### src/rtl/pwm_ppm_pkg.sv
// Shared types for the PWM capture / PPM frame encoder.
// Holds the FSM encoding and the ChanIdx width helper.
package pwm_ppm_pkg;

   typedef enum logic [1:0] {
      IDLE,
      SYNC,
      PULSE,
      SPACE
   } state_t;

   function automatic int chan_w(input int n);
      return $clog2(n + 1);
   endfunction

   localparam int CHANNELS_DEF = 4;
   localparam int CHAN_W = chan_w(CHANNELS_DEF);

endpackage

### src/rtl/pwm_width_capture.sv
// One PWM channel: 2-flop synchroniser, fall detect,
// saturating high-time counter and captured width.
module pwm_width_capture #(
   parameter int CNT_W = 12
) (
   input  logic             ClkFast,
   input  logic             ResetN,
   input  logic             pwm,
   output logic [CNT_W-1:0] width
);

   logic             s1;
   logic             s2;
   logic             s3;
   logic             fall;
   logic [CNT_W-1:0] cnt;

   assign fall = s3 & ~s2;

   always_ff @(posedge ClkFast or negedge ResetN) begin
      if (!ResetN) begin
         s1    <= 1'b0;
         s2    <= 1'b0;
         s3    <= 1'b0;
         cnt   <= '0;
         width <= '0;
      end else begin
         s1 <= pwm;
         s2 <= s1;
         s3 <= s2;
         if (fall) begin
            width <= cnt;
            cnt   <= '0;
         end else if (s2 && (cnt != '1)) begin
            cnt <= cnt + 1'b1;
         end
      end
   end

endmodule

### src/rtl/pwm_ppm_encoder.sv
// Multi-channel PWM width capture serialised into a PPM frame:
// sync gap, one marker per channel, then a terminating marker.
module pwm_ppm_encoder
   import pwm_ppm_pkg::*;
#(
   parameter int CHANNELS  = 4,
   parameter int CNT_W     = 12,
   parameter int PULSE_LEN = 8,
   parameter int GAP_MIN   = 2,
   parameter int SYNC_LEN  = 1024
) (
   input  logic                          ClkFast,
   input  logic                          ResetN,
   input  logic                          Enable,
   input  logic [CHANNELS-1:0]           PWMSIG,
   output logic                          PPMSIG,
   output logic                          FrameStart,
   output logic [chan_w(CHANNELS)-1:0]   ChanIdx,
   output logic                          Busy
);

   localparam int CW  = chan_w(CHANNELS);
   localparam int SW  = $clog2(SYNC_LEN + 1);
   localparam int PW  = $clog2(PULSE_LEN + 1);
   localparam int TW0 = (SW > CNT_W + 1) ? SW : CNT_W + 1;
   localparam int TW  = (PW > TW0) ? PW : TW0;

   logic [CNT_W-1:0] width [CHANNELS];
   logic [CNT_W-1:0] snap  [CHANNELS];
   logic [CNT_W-1:0] sel;

   state_t        state;
   state_t        state_n;
   logic [TW-1:0] tmr;
   logic [TW-1:0] tmr_n;
   logic [CW-1:0] idx;
   logic [CW-1:0] idx_n;
   logic          ppm_n;
   logic          fs_n;
   logic          take;

   for (genvar k = 0; k < CHANNELS; k++) begin : g_cap
      pwm_width_capture #(
         .CNT_W(CNT_W)
      ) u_cap (
         .ClkFast(ClkFast),
         .ResetN (ResetN),
         .pwm    (PWMSIG[k]),
         .width  (width[k])
      );
   end

   always_comb begin
      sel = '0;
      for (int k = 0; k < CHANNELS; k++) begin
         if (idx == CW'(k)) sel = snap[k];
      end
   end

   // tmr holds the cycles left in the current state after this one
   always_comb begin
      state_n = state;
      tmr_n   = tmr - 1'b1;
      idx_n   = idx;
      ppm_n   = PPMSIG;
      fs_n    = 1'b0;
      take    = 1'b0;
      unique case (state)
         IDLE: begin
            tmr_n = tmr;
            if (Enable) begin
               state_n = SYNC;
               tmr_n   = TW'(SYNC_LEN - 1);
            end
         end
         SYNC: begin
            if (tmr == '0) begin
               state_n = PULSE;
               tmr_n   = TW'(PULSE_LEN - 1);
               idx_n   = '0;
               ppm_n   = 1'b1;
               fs_n    = 1'b1;
               take    = 1'b1;
            end
         end
         PULSE: begin
            if (tmr == '0) begin
               ppm_n = 1'b0;
               if (idx < CW'(CHANNELS)) begin
                  state_n = SPACE;
                  tmr_n   = TW'(GAP_MIN - 1) + TW'(sel);
               end else begin
                  idx_n = '0;
                  if (Enable) begin
                     state_n = SYNC;
                     tmr_n   = TW'(SYNC_LEN - 1);
                  end else begin
                     state_n = IDLE;
                     tmr_n   = '0;
                  end
               end
            end
         end
         SPACE: begin
            if (tmr == '0) begin
               state_n = PULSE;
               tmr_n   = TW'(PULSE_LEN - 1);
               idx_n   = idx + 1'b1;
               ppm_n   = 1'b1;
            end
         end
         default: state_n = IDLE;
      endcase
   end

   always_ff @(posedge ClkFast or negedge ResetN) begin
      if (!ResetN) begin
         state      <= IDLE;
         tmr        <= '0;
         idx        <= '0;
         PPMSIG     <= 1'b0;
         FrameStart <= 1'b0;
         for (int k = 0; k < CHANNELS; k++) snap[k] <= '0;
      end else begin
         state      <= state_n;
         tmr        <= tmr_n;
         idx        <= idx_n;
         PPMSIG     <= ppm_n;
         FrameStart <= fs_n;
         if (take) begin
            for (int k = 0; k < CHANNELS; k++) snap[k] <= width[k];
         end
      end
   end

   assign ChanIdx = idx;
   assign Busy    = (state != IDLE);

endmodule

### config.mk
export PLATFORM = sky130hd
export DESIGN_NAME = pwm_ppm_encoder
export DESIGN_NICKNAME = d
export VERILOG_FILES = /design/src/rtl/pwm_ppm_pkg.sv /design/src/rtl/pwm_width_capture.sv /design/src/rtl/pwm_ppm_encoder.sv
export SDC_FILE = /design/constraint.sdc
export NUM_CORES = 1
export LEC_CHECK = 0
export ABC_AREA = 1
export CAP_MARGIN = 15
export CORE_UTILIZATION = 40
export CTS_CLUSTER_SIZE = 14
export DETAILED_ROUTE_END_ITERATION = 8
export GPL_ROUTABILITY_DRIVEN = 0
export PLACE_DENSITY = 0.66
export SLEW_MARGIN = 10
export SYNTH_ARGS = -nofsm -noshare
export SYNTH_HDL_FRONTEND = slang
export SYNTH_SLANG_ARGS = --single-unit
### constraint.sdc
create_clock -name ClkFast -period 2.5 [get_ports ClkFast]
set_clock_uncertainty 0.1 [all_clocks]
set_input_delay 0.375 -clock ClkFast [delete_from_list [all_inputs] [get_ports ClkFast]]
set_output_delay 0.375 -clock ClkFast [all_outputs]
set_load 0.05 [all_outputs]
# Word-level counts from Yosys, hierarchy flattened

Index checks and enable logic that the tools add are counted.

$add $sub $neg: 7
$lt $le $gt $ge: 1
Eq/ne operators: 16
Muxes and demuxes: 34
Bitwise gates (word level): 8
Reductions and logical operators: 18

Operators by type and width:

| cell                                                                  | number |
|---|---|
| 12-bit two-way mux                                                    | 12 |
| 13-bit two-way mux                                                    | 4 |
| 12-bit by 1-bit adder with 12-bit output, second input constant       | 4 |
| 12-bit != test, second input constant                                 | 4 |
| 13-bit one-hot mux with 3 select lines                                | 1 |
| 1-bit by 12-bit adder with 13-bit output, first input constant        | 1 |
| 13-bit zero test                                                      | 1 |
| 13-bit by 1-bit subtractor with 13-bit output, second input constant  | 1 |
| 3-bit two-way mux                                                     | 4 |
| 2-bit nonzero test                                                    | 6 |
| 10-bit two-way mux                                                    | 1 |
| 2-bit != test, second input constant                                  | 5 |
| 3-bit one-hot mux with 3 select lines                                 | 1 |
| 2-bit two-way mux                                                     | 4 |
| 3-bit by 2-bit equality test with 1-bit output, second input constant | 2 |
| 2-bit one-hot mux with 3 select lines                                 | 1 |
| 3-bit AND reduction                                                   | 2 |
| 1-bit two-way mux                                                     | 5 |
| 5-bit AND reduction                                                   | 1 |
| 1-bit AND                                                             | 4 |
| 2-bit equality test, second input constant                            | 2 |
| 1-bit logical AND                                                     | 4 |
| 1-bit NOT                                                             | 4 |
| 3-bit by 1-bit adder with 3-bit output, second input constant         | 1 |
| 9 further kinds                                                       | 9 |

Register bits after elaboration: 176
Input bits: 7
Output and inout bits: 6

# Depth between registers and ports, before layout

Word-level depth: 9
Depth in mapped cells: 19
Mapped depth without buffers: 17

# Cells and area by module

A second synthesis with hierarchy kept.

Cell total of the unflattened synthesis: 1115
Area total of the unflattened synthesis: 9267.6 sq um

Modules (own cells, without submodules):

| module            | times used | cells an instance | area an instance (sq um) |
|---|---|---|---|
| pwm_width_capture | 4          | 139               | 1317.5 |
| pwm_ppm_encoder   | 1          | 559               | 3997.6 |

# Worst setup path after synthesis

No wires, ideal clock.

Kind: flip-flop to flip-flop
From: reg idx[2] (netlist: ChanIdx[2])
To: reg tmr[6]
Setup time: 0.118 ns
Data arrival time: 2.709 ns
Data required time: 2.282 ns
Path slack: -0.427 ns
Stages on the path, launching flop included: 17
Path buffers: 3
Period minus slack after synthesis: 2.927 ns
Cell sequence: dfrtp_1 -> inv_2 -> buf_6 -> buf_2 -> ha_1 -> inv_1 -> buf_2 -> or2_2 -> a21boi_0 -> ha_1 -> inv_1 -> nor2_4 -> nand3_1 -> nand2_1 -> nand3_1 -> a21oi_1 -> nor2_1

Longest elaborated chain between the ends: 9

Ends and longest elaborated chain:

| what                                     | line                   | RTL |
|---|---|---|
| start: declaration                       | pwm_ppm_encoder.sv:36  | `logic [CW-1:0] idx;` |
| start signal: assignment                 | pwm_ppm_encoder.sv:127 | `idx <= idx_n;` |
| 3-bit zero test                          | pwm_ppm_encoder.sv:56  | `if (idx == CW'(k)) sel = snap[k];` |
| 12-bit two-way mux (4 in a row)          | pwm_ppm_encoder.sv:56  |  |
| 1-bit by 12-bit adder with 13-bit output | pwm_ppm_encoder.sv:91  | `tmr_n = TW'(GAP_MIN - 1) + TW'(sel);` |
| 13-bit two-way mux *                     | pwm_ppm_encoder.sv:89  | `if (idx < CW'(CHANNELS)) begin` |
| 13-bit two-way mux *                     | pwm_ppm_encoder.sv:87  | `if (tmr == '0) begin` |
| 13-bit one-hot mux with 3 select lines * | pwm_ppm_encoder.sv:68  | `unique case (state)` |
| end signal: assignment                   | pwm_ppm_encoder.sv:126 | `tmr <= tmr_n;` |
| end: declaration                         | pwm_ppm_encoder.sv:34  | `logic [TW-1:0] tmr;` |

Every way passes the cells marked *; elsewhere a longest branch is shown, timed or not.
A chain may end at the register's enable or synchronous reset.

# Final worst setup path

From: reg idx[0] (netlist: ChanIdx[0])
To: reg tmr[7]

The elaborated chain is that of the path after synthesis.

==> flow_metrics.tcl <==
set metrics [dict create \
    std_cell_rows 52 \
    cts_tree "done" \
    post_synth_xor_area_fraction 0.0144 \
    post-layout-total-power_mw 6.66 \
    final_cell_count_no_fill 1353 \
    worst_ir_drop_on_vdd_mv 0.510 \
    timing.critical_path.to_type "flip-flop" \
    hold_viol_final 0 \
    post_synth_inst_count 1039 \
    via_per_inst 4.86 \
    hpwl_um 12000 \
    timing.hold.worst.class "reg2reg" \
    setup_violations 0 \
    p_int_mw 4.99 \
    first_pass_iters 5 \
    layout.cells.most_common "nand2_1" \
    period_share 0.952 \
    layout.nets 1088 \
    synth_area_per_cell_um2 8.19 \
    crit_path_start_kind "flip-flop" \
    dpl.cell_count 1312 \
    crit_path_max_incr_delay_ps 450 \
    areaGrowthSynthToFinish_pct 14.6 \
    synthTopCellsByArea "dfrtp_1 (52%), nand2_1 (13%), o21ai_0 (7.2%)" \
    global_route.usage.total 0.170 \
    die_area_um2 21900 \
    ys_warn_count 0 \
    ant_nets 0 \
    outcome "finished clean" \
    clk_transition_reported_paths_ps 70 \
    cts_htree_levels 4 \
    synth.top_cell.area_share 0.518 \
    max_slew_margin 0.649 \
    pwr-share-clk 0.417 \
    cp_data_arrival_time_ps 2580 \
    drt-total-wl_um 17200 \
    power.net_switching_mw 1.67 \
    largest_area_contributor_in_the_netlist "dfrtp_1" \
    cp.buffers_inverters 4 \
    routedWlPerCell_um 12.7 \
    syn-cell-area_um2 8510 \
    tightestPinTransition_ps 524 \
    detail_route.drc_violations 0 \
    achievable-frequency_mhz 420 \
    worst_path_max_delay_cell "dfrtp_2" \
    sw_frac_of_total 0.251 \
    global_route_wire_length_before_repair_um 30100 \
    clock-root-buffer "clkbuf_16" \
    synth-seq-cells 176 \
    power.density_cell_area_nw_per_um2 684 \
    latest_clock_arrival_within_the_worst_skew_pair_ps 420 \
    synth_top_family_by_area "simple AND/OR/NAND/NOR gates" \
    finalCriticalPeriod_ps 2380 \
    yosys.cell_types.count 40 \
    timing_worst_setup_path_type "reg2reg" \
    via_count_of_the_first_global_routing_pass 6271 \
    grt_overflow_total 0 \
    adder_cell_area_share_of_the_yosys_netlist 0.0162 \
    worst_path_most_repeated_cell "nand2_1" \
    clk_sink_count 176 \
    initial_utilization 0.414 \
    timing.critical_path.cells "inv_2 -> ha_2 -> inv_1 -> nor2_2 -> buf_6 -> buf_4 -> nand2_1 -> nand3_1 -> nand2_2 -> nand2_4 -> nand2_4 -> nor2_8 -> nand2_1 -> nand2_1 -> nand3_2 -> a21oi_1 -> a21oi_1" \
    antennaDiodeCount 0 \
    rsz0062_at_grt "yes" \
    synthesis.nets 1057 \
    leakagePower_nw 4.51 \
    floorplan.io_pins 13 \
    maxSlewViolCount 0 \
    grt_max_degree 64 \
    finalSetupTns_ps 0 \
    fill_cells 2015 \
    drv.max_cap_violation_count 0 \
    port_buffers 12 \
    maximum_count_of_clock_buffers_along_a_single_path 2 \
    pwr-share-comb 0.098 \
    sequential_fraction_of_design_power 0.485 \
    post_synth_and_or_nand_nor_area_fraction 0.249 \
    drive_above_1_share 0.109 \
    antenna_found_initial 0 \
    required_time_worst_endpoint_ps 2710 \
    synth_compound_gate_area_share 0.117 \
    layout_common_cells "nand2_1 (284), dfrtp_1 (173), inv_1 (137)" \
    ys_seq_area_frac 0.518 \
    total_clock_buffers_created_by_cts 17 \
    worst_path_dominant_cell_family "simple AND/OR/NAND/NOR gates" \
    num_vias 6575 \
    synth_mux_area_frac 0 \
    core-area_um2 20600 \
    die_y_um 148 \
    timing.critical_path.fanout_max 6 \
    initial_drc_count 339 \
    die_x_um 148 \
]
-- synthesized netlist by cell type --
library cell and instances:
dfrtp_1 176, buf_4 6, o31ai_1 1, o221ai_1 1, clkinv_1 4, nand2_4 5
nor3_4 1, o21ai_0 122, buf_6 3, o32ai_1 1, o211ai_1 2, xnor2_1 4
buf_2 8, a21oi_2 1, nor2_8 1, nor2_4 8, a21oi_1 26, nand3b_1 1
o21ai_1 19, nand4_1 11, a21boi_0 1, nor2_2 2, inv_1 141, a31oi_1 4
nand3_1 50, xor2_1 10, nor3_1 23, inv_2 5, nand3_2 4, or2_2 2
nor2_1 56, a22oi_1 1, o22ai_1 10, nor3_2 5, clkbuf_1 11, a21boi_2 1
ha_1 11, nand2_2 9, nor4_1 7, nand2_1 285
-- power groups by stage --
| stage | clock, mW | sequential (mW) | combinational [mW] |
|---|---|---|---|
| after floorplan | 0 | 3.24 | 0.474 |
| after global placement | 0 | 3.28 | 0.638 |
| after detailed placement | 0 | 3.28 | 0.655 |
| after CTS | 2.85 | 3.23 | 0.660 |
| after global routing | 2.96 | 3.26 | 0.762 |
| final | 2.78 | 3.23 | 0.654 |
-- final cells by class --
class | count | area (um2) | share of cell area
Tap cell | 270 | 338 | 0.0347
Clock buffer | 20 | 437 | 0.0448
Clock inverter | 12 | 180 | 0.0185
Inverter | 150 | 568 | 0.0583
Timing Repair Buffer | 39 | 378 | 0.0388
Sequential cell | 176 | 4410 | 0.453
Multi-Input combinational cell | 686 | 3430 | 0.352
-- metal layers --
layer | GRT usage | part of all wire | vias up
li1 | - | - | 3409
met1 | 0.239 | 0.50 | 3045
met2 | 0.269 | 0.46 | 99
met3 | 0.0253 | 0.029 | 22
met4 | 0.0582 | 0.014 | 0
met5 | 0 | 0 | -
-- what timing repair did --
item                                   4_1_cts  5_1_grt
hold buffers                                 1        0
buffers inserted                             0        7
endpoints found under the hold margin       23        0
setup endpoints to repair                    0        9
resized for setup                            0       15
-- through the flow --
stage / hold slack, ps / instance area [um2] / utilization / setup slack [ps]
3_3_place_gp: 165 / 9020 / 0.439 / 213
2_1_floorplan: -20.6 / 8540 / - / -13.5
6_report: 246 / 9750 / 0.474 / 121
4_1_cts: 249 / 9650 / 0.469 / 153
3_5_place_dp: 165 / 9020 / 0.439 / 158
5_1_grt: 253 / 9750 / 0.474 / -25.5
-- path summary, 6_finish.rpt --
kind | end | slack, ps | start | cells past startpoint
worst min-delay path | g_cap[0].u_cap.s2 | 250 | g_cap[0].u_cap.s1 | 0
worst min register to register | g_cap[0].u_cap.s2 | 250 | g_cap[0].u_cap.s1 | 0
min in group asynchronous | g_cap[2].u_cap.cnt[7] | 290 | ResetN | 2
max in group asynchronous | g_cap[3].u_cap.cnt[9] | 1320 | ResetN | 3
worst max register to register | tmr[7] | 120 | ChanIdx[0] | 17
worst max-delay path | tmr[7] | 120 | ChanIdx[0] | 17
-- kinds of logic (layout without fill, tap and decap cells) --
kind of cell | count (synthesis) | count (layout)
and+or+nand+nor | 470 | 471
AOI/OAI and AO/OA | 190 | 190
buffers and inverters | 178 | 221
adders and majority gates | 11 | 11
DFF | 176 | 176
xor gates and xnor gates | 14 | 14
-- state kept, by name, indices dropped and copies added, names as in the netlist --
signal	flops
ChanIdx	3
FrameStart	1
PPMSIG	1
g_cap.u_cap.cnt	48
g_cap.u_cap.s1	4
g_cap.u_cap.s2	4
g_cap.u_cap.s3	4
g_cap.u_cap.width	48
snap	48
state	2
tmr	13
(Power assumes the default switching activity.)
